[src/rtl/multi_cycle_control.sv]
// rtl/multi_cycle_control.sv - Moore control FSM for a multi-cycle MIPS-style datapath
//
// Purpose: sequences fetch, decode, memory, execute and write-back steps for
// lw, sw, R-type, beq, j and addi, emitting datapath strobes and mux selects.
//
// Ports:
//   clk         in   clock, all state updates on the rising edge
//   rst         in   synchronous active-high reset, returns to FETCH
//   opcode[5:0] in   instruction[31:26], stable from DECODE onward
//   mem_ready   in   memory access completes this cycle
//   PCWrite, PCWriteCond, IorD, MemRead, MemWrite, MemtoReg, IRWrite,
//   RegWrite, RegDst, ALUSrcA            out  1-bit strobes / selects
//   PCSource[1:0], ALUSrcB[1:0], ALUOp[1:0]  out  2-bit selects (ALUOp 00 add, 01 sub, 10 funct)
//   state[3:0]  out  current state code
//   illegal_op  out  high during a DECODE cycle holding an unrecognised opcode

module multi_cycle_control (
    input  logic       clk,
    input  logic       rst,
    input  logic [5:0] opcode,
    input  logic       mem_ready,
    output logic       PCWrite,
    output logic       PCWriteCond,
    output logic       IorD,
    output logic       MemRead,
    output logic       MemWrite,
    output logic       MemtoReg,
    output logic       IRWrite,
    output logic       RegWrite,
    output logic       RegDst,
    output logic       ALUSrcA,
    output logic [1:0] PCSource,
    output logic [1:0] ALUSrcB,
    output logic [1:0] ALUOp,
    output logic [3:0] state,
    output logic       illegal_op
);

    typedef enum logic [3:0] {
        FETCH    = 4'd0,
        DECODE   = 4'd1,
        MEM_ADDR = 4'd2,
        MEM_RD   = 4'd3,
        MEM_WB   = 4'd4,
        MEM_WR   = 4'd5,
        EXEC     = 4'd6,
        R_WB     = 4'd7,
        BRANCH   = 4'd8,
        JUMP     = 4'd9,
        ADDI_EX  = 4'd10,
        ADDI_WB  = 4'd11
    } state_t;

    localparam logic [5:0] OP_RTYPE = 6'b000000;
    localparam logic [5:0] OP_J     = 6'b000010;
    localparam logic [5:0] OP_BEQ   = 6'b000100;
    localparam logic [5:0] OP_ADDI  = 6'b001000;
    localparam logic [5:0] OP_LW    = 6'b100011;
    localparam logic [5:0] OP_SW    = 6'b101011;

    state_t state_q;
    state_t state_d;

    assign state = state_q;

    always_ff @(posedge clk) begin
        if (rst) begin
            state_q <= FETCH;
        end else begin
            state_q <= state_d;
        end
    end

    always_comb begin
        state_d     = FETCH;
        PCWrite     = 1'b0;
        PCWriteCond = 1'b0;
        IorD        = 1'b0;
        MemRead     = 1'b0;
        MemWrite    = 1'b0;
        MemtoReg    = 1'b0;
        IRWrite     = 1'b0;
        RegWrite    = 1'b0;
        RegDst      = 1'b0;
        ALUSrcA     = 1'b0;
        PCSource    = 2'b00;
        ALUSrcB     = 2'b00;
        ALUOp       = 2'b00;
        illegal_op  = 1'b0;

        case (state_q)
            FETCH: begin
                MemRead = 1'b1;
                ALUSrcB = 2'b01;
                // PC increment and IR load only commit once the fetch completes
                PCWrite = mem_ready;
                IRWrite = mem_ready;
                state_d = mem_ready ? DECODE : FETCH;
            end
            DECODE: begin
                ALUSrcB = 2'b11;
                case (opcode)
                    OP_LW, OP_SW: state_d = MEM_ADDR;
                    OP_RTYPE:     state_d = EXEC;
                    OP_BEQ:       state_d = BRANCH;
                    OP_J:         state_d = JUMP;
                    OP_ADDI:      state_d = ADDI_EX;
                    default: begin
                        illegal_op = 1'b1;
                        state_d    = FETCH;
                    end
                endcase
            end
            MEM_ADDR: begin
                ALUSrcA = 1'b1;
                ALUSrcB = 2'b10;
                state_d = (opcode == OP_LW) ? MEM_RD : MEM_WR;
            end
            MEM_RD: begin
                MemRead = 1'b1;
                IorD    = 1'b1;
                state_d = mem_ready ? MEM_WB : MEM_RD;
            end
            MEM_WB: begin
                RegWrite = 1'b1;
                MemtoReg = 1'b1;
                state_d  = FETCH;
            end
            MEM_WR: begin
                MemWrite = 1'b1;
                IorD     = 1'b1;
                state_d  = mem_ready ? FETCH : MEM_WR;
            end
            EXEC: begin
                ALUSrcA = 1'b1;
                ALUOp   = 2'b10;
                state_d = R_WB;
            end
            R_WB: begin
                RegWrite = 1'b1;
                RegDst   = 1'b1;
                state_d  = FETCH;
            end
            BRANCH: begin
                ALUSrcA     = 1'b1;
                ALUOp       = 2'b01;
                PCWriteCond = 1'b1;
                PCSource    = 2'b01;
                state_d     = FETCH;
            end
            JUMP: begin
                PCWrite  = 1'b1;
                PCSource = 2'b10;
                state_d  = FETCH;
            end
            ADDI_EX: begin
                ALUSrcA = 1'b1;
                ALUSrcB = 2'b10;
                state_d = ADDI_WB;
            end
            ADDI_WB: begin
                RegWrite = 1'b1;
                state_d  = FETCH;
            end
            // codes 12-15: all outputs stay 0, recover to FETCH
            default: state_d = FETCH;
        endcase

        // Architectural write/read strobes are suppressed while reset is held so
        // a reset landing mid-instruction cannot commit a partial access.
        if (rst) begin
            PCWrite     = 1'b0;
            PCWriteCond = 1'b0;
            IRWrite     = 1'b0;
            MemWrite    = 1'b0;
            MemRead     = 1'b0;
            RegWrite    = 1'b0;
        end
    end

endmodule

[config.mk]
export PLATFORM = sky130hd
export DESIGN_NAME = multi_cycle_control
export DESIGN_NICKNAME = d
export VERILOG_FILES = /design/src/rtl/multi_cycle_control.sv
export SDC_FILE = /design/constraint.sdc
export NUM_CORES = 1
export LEC_CHECK = 0
export BUFFER_PORTS_ARGS = -buffer_cell sky130_fd_sc_hd__buf_2
export CAP_MARGIN = 10
export CORE_AREA = 2 2 39 41
export CTS_CLUSTER_SIZE = 40
export DETAILED_ROUTE_END_ITERATION = 12
export DIE_AREA = 0 0 41 43
export GPL_ROUTABILITY_DRIVEN = 0
export PLACE_DENSITY = 0.79
export SLEW_MARGIN = 20
export SYNTH_ARGS = -nofsm -noshare
export SYNTH_HDL_FRONTEND = slang
export SYNTH_SLANG_ARGS = --single-unit
[constraint.sdc]
create_clock -name clk -period 2.7 [get_ports clk]
set_clock_uncertainty 0.05 [all_clocks]
set_input_delay 0.27 -clock clk [delete_from_list [all_inputs] [get_ports clk]]
set_output_delay 0.27 -clock clk [all_outputs]
set_load 0.01 [all_outputs]
### Yosys cells after proc, flatten, opt, wreduce, memory -nomap -nowiden

Cells that the tools add are included.

| operators by class | value |
|---|---|
| equality and inequality tests | 16 |
| multiplexer cells | 27 |
| reduce and logical (&&, ||, !) cells | 9 |

Operators by type and width:

| kind | count |
|---|---|
| 4-bit one-hot mux with 7 select lines | 1 |
| 4-bit one-hot mux with 5 select lines | 1 |
| 1-bit two-way mux | 18 |
| 4-bit by 3-bit equality test with 1-bit output (second input constant) | 4 |
| 4-bit equality test (second input constant) | 4 |
| 6-bit equality test (second input constant) | 2 |
| 3-bit two-way mux | 3 |
| 4-bit by 2-bit equality test with 1-bit output (second input constant) | 2 |
| 2-bit one-hot mux with 2 select lines | 2 |
| 2-bit OR reduction | 4 |
| 6-bit by 2-bit equality test with 1-bit output (second input constant) | 1 |
| 6-bit by 3-bit equality test with 1-bit output (second input constant) | 1 |
| 6-bit by 4-bit equality test with 1-bit output (second input constant) | 1 |
| 6-bit zero test | 1 |
| 2-bit one-hot mux with 3 select lines | 1 |
| 6-bit OR reduction | 1 |
| 4-bit by 1-bit equality test with 1-bit output (second input constant) | 1 |
| 4-bit zero test | 1 |
| 4-bit OR reduction | 1 |
| 3-bit OR reduction | 1 |
| 1-bit one-hot mux with 2 select lines | 1 |

| storage, ports and cells | value |
|---|---|
| output and inout bits | 21 |
| register bits | 4 |
| word-level logic and storage cells | 53 |
| bits of input ports | 9 |

### Longest topological paths before layout

| depth | value |
|---|---|
| depth in word-level cells | 4 |
| gate-level depth with buffers | 5 |
| mapped depth without buffers | 4 |

### Least setup slack after synthesis

No wires, ideal clock.

| path | value |
|---|---|
| path type | register -> output |
| start point | register state_q[0] (netlist: state[0]) |
| end point | output port RegWrite |
| data arrival time | 1.244 ns |
| required time | 2.380 ns |
| slack | 1.136 ns |
| stages on the path, launching flop included | 6 |
| buffers on the path | 2 |
| path through | dfxtp_1 buf_2 buf_2 nor3_1 a31oi_1 nor2_1 |

| on the way | value |
|---|---|
| word-level cells in the longest chain between the ends | 4 |
| elaborated cells between the ends (all ways) | 6 |
| those cells by class | eq/ne: 3; mux: 2; reduce/logical: 1 |

Ends and longest elaborated chain:

| what | RTL line | source |
|---|---|---|
| from (decl) | 61 | `state_t state_q;` |
| from (signal assigned) | 70 | `state_q <= state_d;` |
| 4-bit by 3-bit equality test with 1-bit output / 4-bit equality test (equally long branches) | 91 | `case (state_q)` |
| 3-bit OR reduction (no line) * | -- |  |
| 1-bit two-way mux * | 91 |  |
| 1-bit two-way mux * | 171 | `if (rst) begin` |
| to (decl) | 29 | `output logic RegWrite,` |

Mark *: on every way between the ends. The rest lies on a longest branch, timed or not.

### Worst setup path after layout

| path | value |
|---|---|
| start point | register state_q[2] (netlist: state[2]) |
| end point | output port RegWrite |

Same word-level chain as after synthesis.

==> summary.txt <==
Die
  – # IOs: 30
  – Core area: 1380 um2
  – Initial Utilization: 0.381
  – Die area: 1760 um2
  – Cell Rows: 14
  – Die height: 43 um
  – Die X-Extent: 41 um

Timing
  – Final TNS setup: 0 ns
  – Hold slack: 0.273 ns
  – Max Clock Freq: 494 MHz
  – Slew Limit Fails: 0
  – Final hold violation count: 0
  – Worst-margin pin slew: 0.580 ns
  – Final number of setup-violating endpoints: 0
  – RSZ-0062 raised after global routing: no
  – Tcrit/Tclk final: 0.750
  – Slew Limit Headroom: 0.613
  – Min Tclk post-route: 2.02 ns

Clock network
  – Clock transition at path regs: 0.04 ns
  – Skew-Pair Late Insertion Delay: 0.24 ns
  – Maximum clock path buffer count: 2
  – Htree depth: 1
  – Clock sink count: 4
  – Post-CTS setup buffers: 0
  – Clk root buf: clkbuf_4
  – CTS tree: built
  – Cts hold-fix bufs: 0
  – CTS Buf Count: 3
  – CTS resizes: 0

Power and ir drop
  – Peak supply drop: 250 uV
  – PD cells: 278 nW/um2
  – Pleak: 0.300 nW

Routing
  – WL final: 1.33 mm
  – Routed wire length per instance: 11.2 um
  – Vias per cell: 5.49
  – Starting DRC count in detailed routing: 9
  – DR pass1 iterations: 4
  – Vias: 653
  – Antenna viol nets, final: 0
  – # DRC: 0

Synth
  – Synthesized net count: 88
  – Number of synthesized flops with an enable pin: 0
  – Area contributors post-synth: dfxtp_1, nor2_1, a21oi_1
  – #FFs+latches synth: 4
  – Async S/R FF share, synth: 0
  – Post-Syn Area: 527 um2
  – Synth area leader: dfxtp_1
  – Synth top area share: 0.152
  – Dominant synthesized flop cell: dfxtp_1
  – Synth warnings: 0
  – Syn Area/Cell: 6.67 um2
  – Register area share after synthesis: 0.152
  – Count of cell types in the netlist: 31
  – Cells after Synth: 79

Final layout
  – Synth-to-layout area growth: 26.1%
  – Max reg flops: 4
  – Fraction of layout cells with a size suffix above 1: 0.320
  – Fin area: 664 um2
  – Nets@finish: 114
  – N_diodes: 0

Placement
  – Post-DP HPWL: 1.01 mm
  – DP Area: 642 um2
  – PortBufs: 29

Worst setup path
  – CP delay by family, top: flip-flops
  – CP bufs+invs: 1
  – CP Launch Type: flop
  – Worst-path cell chain: nand2b_1 -> nor3_1 -> a31oi_1 -> nor2_1 -> buf_2
  – Kind of critical path: reg -> out
  – Arrival @ worst endpoint: 1.70 ns
  – CP max FO: 19
  – Crit-path max cell delay: 0.68 ns
  – Worst Setup End Kind: output pin
  – Req. time, crit path: 2.38 ns
  – Slowest CP cell: dfxtp_1

Worst hold path
  – Hold Crit Class: in -> reg

Run status
  – Outcome: finished clean

Global route
  – Initial antenna violation count: 0
  – Total GRT Usage: 0.153
  – Total gr overflow: 0
  – Vias in the first global route: 484
  – Largest net degree at the start of global routing: 20
  – First-pass GRT wire length: 1.96 mm

Flow run
  – Max cap viols: 0
[per-stage QoR]
stage	worst slack, ns	power [mW]	cells	util
floorplan	1.14	0.0903	79	-
global placement	1.05	0.109	116	0.464
detailed placement	0.931	0.109	116	0.464
CTS	0.686	0.187	119	0.480
global route	0.543	0.192	119	0.480
finish	0.675	0.185	119	0.480
[layout make-up]
type | instances | area, um2
clock buffer | 3 | 22.5
tap | 16 | 20.0
multi-input combinational | 67 | 397
timing repair buffer | 29 | 145
sequential | 4 | 80.1
fill | 152 | 719
[routing by layer]
layer,part of all wire,global-route usage,vias up
met5,0,0,-
met4,0.015,0.0600,0
met3,0.074,0,2
met2,0.47,0.241,25
met1,0.44,0.213,282
li1,-,-,344
[power breakdown]
part           total (mW)  internal, mW  switching (mW)
Clock              0.0765        0.0498          0.0266
Combinational      0.0427        0.0199          0.0229
Sequential         0.0658        0.0606         0.00515
[synthesized netlist by cell type, drive strengths merged, types with 2 or more instances]
cell type  number
dfxtp           4
o21ai           3
nor3b           3
o211ai          2
and3            2
and4b           2
buf             7
a31oi           3
nand2b          4
nand2           5
nor4            4
nand3           2
a21oi           7
nor2           10
nor3            7
[worst paths after layout]
path | endpoint | start | depth (start not counted) | slack [ns]
max reg2reg | state[2]$_SDFF_PP0_ | state[1]$_SDFF_PP0_ | 4 | 1.12
min reg2reg | state[3]$_SDFF_PP0_ | state[3]$_SDFF_PP0_ | 3 | 0.78
min | state[3]$_SDFF_PP0_ | rst | 2 | 0.27
max | RegWrite | state[2]$_SDFF_PP0_ | 5 | 0.68
[cells in the final DEF, fill, tap and decap left out, types with 4 or more instances in the layout]
master and count:
a21oi_1 7, buf_2 29, dfxtp_1 4, nor3_1 7, nand2_1 5, nand2b_1 4
nor2_1 10, nor4_1 4
[cells by family (layout without fill, tap and decap cells)]
| group | count (synthesis) | count (layout) | share of synthesized area |
|---|---|---|---|
| and+or+nand+nor | 45 | 45 | 0.485 |
| AOI/OAI and AO/OA | 20 | 20 | 0.235 |
| buffers and inverters | 8 | 32 | 0.0950 |
| DFF | 4 | 4 | 0.152 |
| xor gates and xnor gates | 2 | 2 | 0.0333 |
Power figures use the tool's default switching activity.
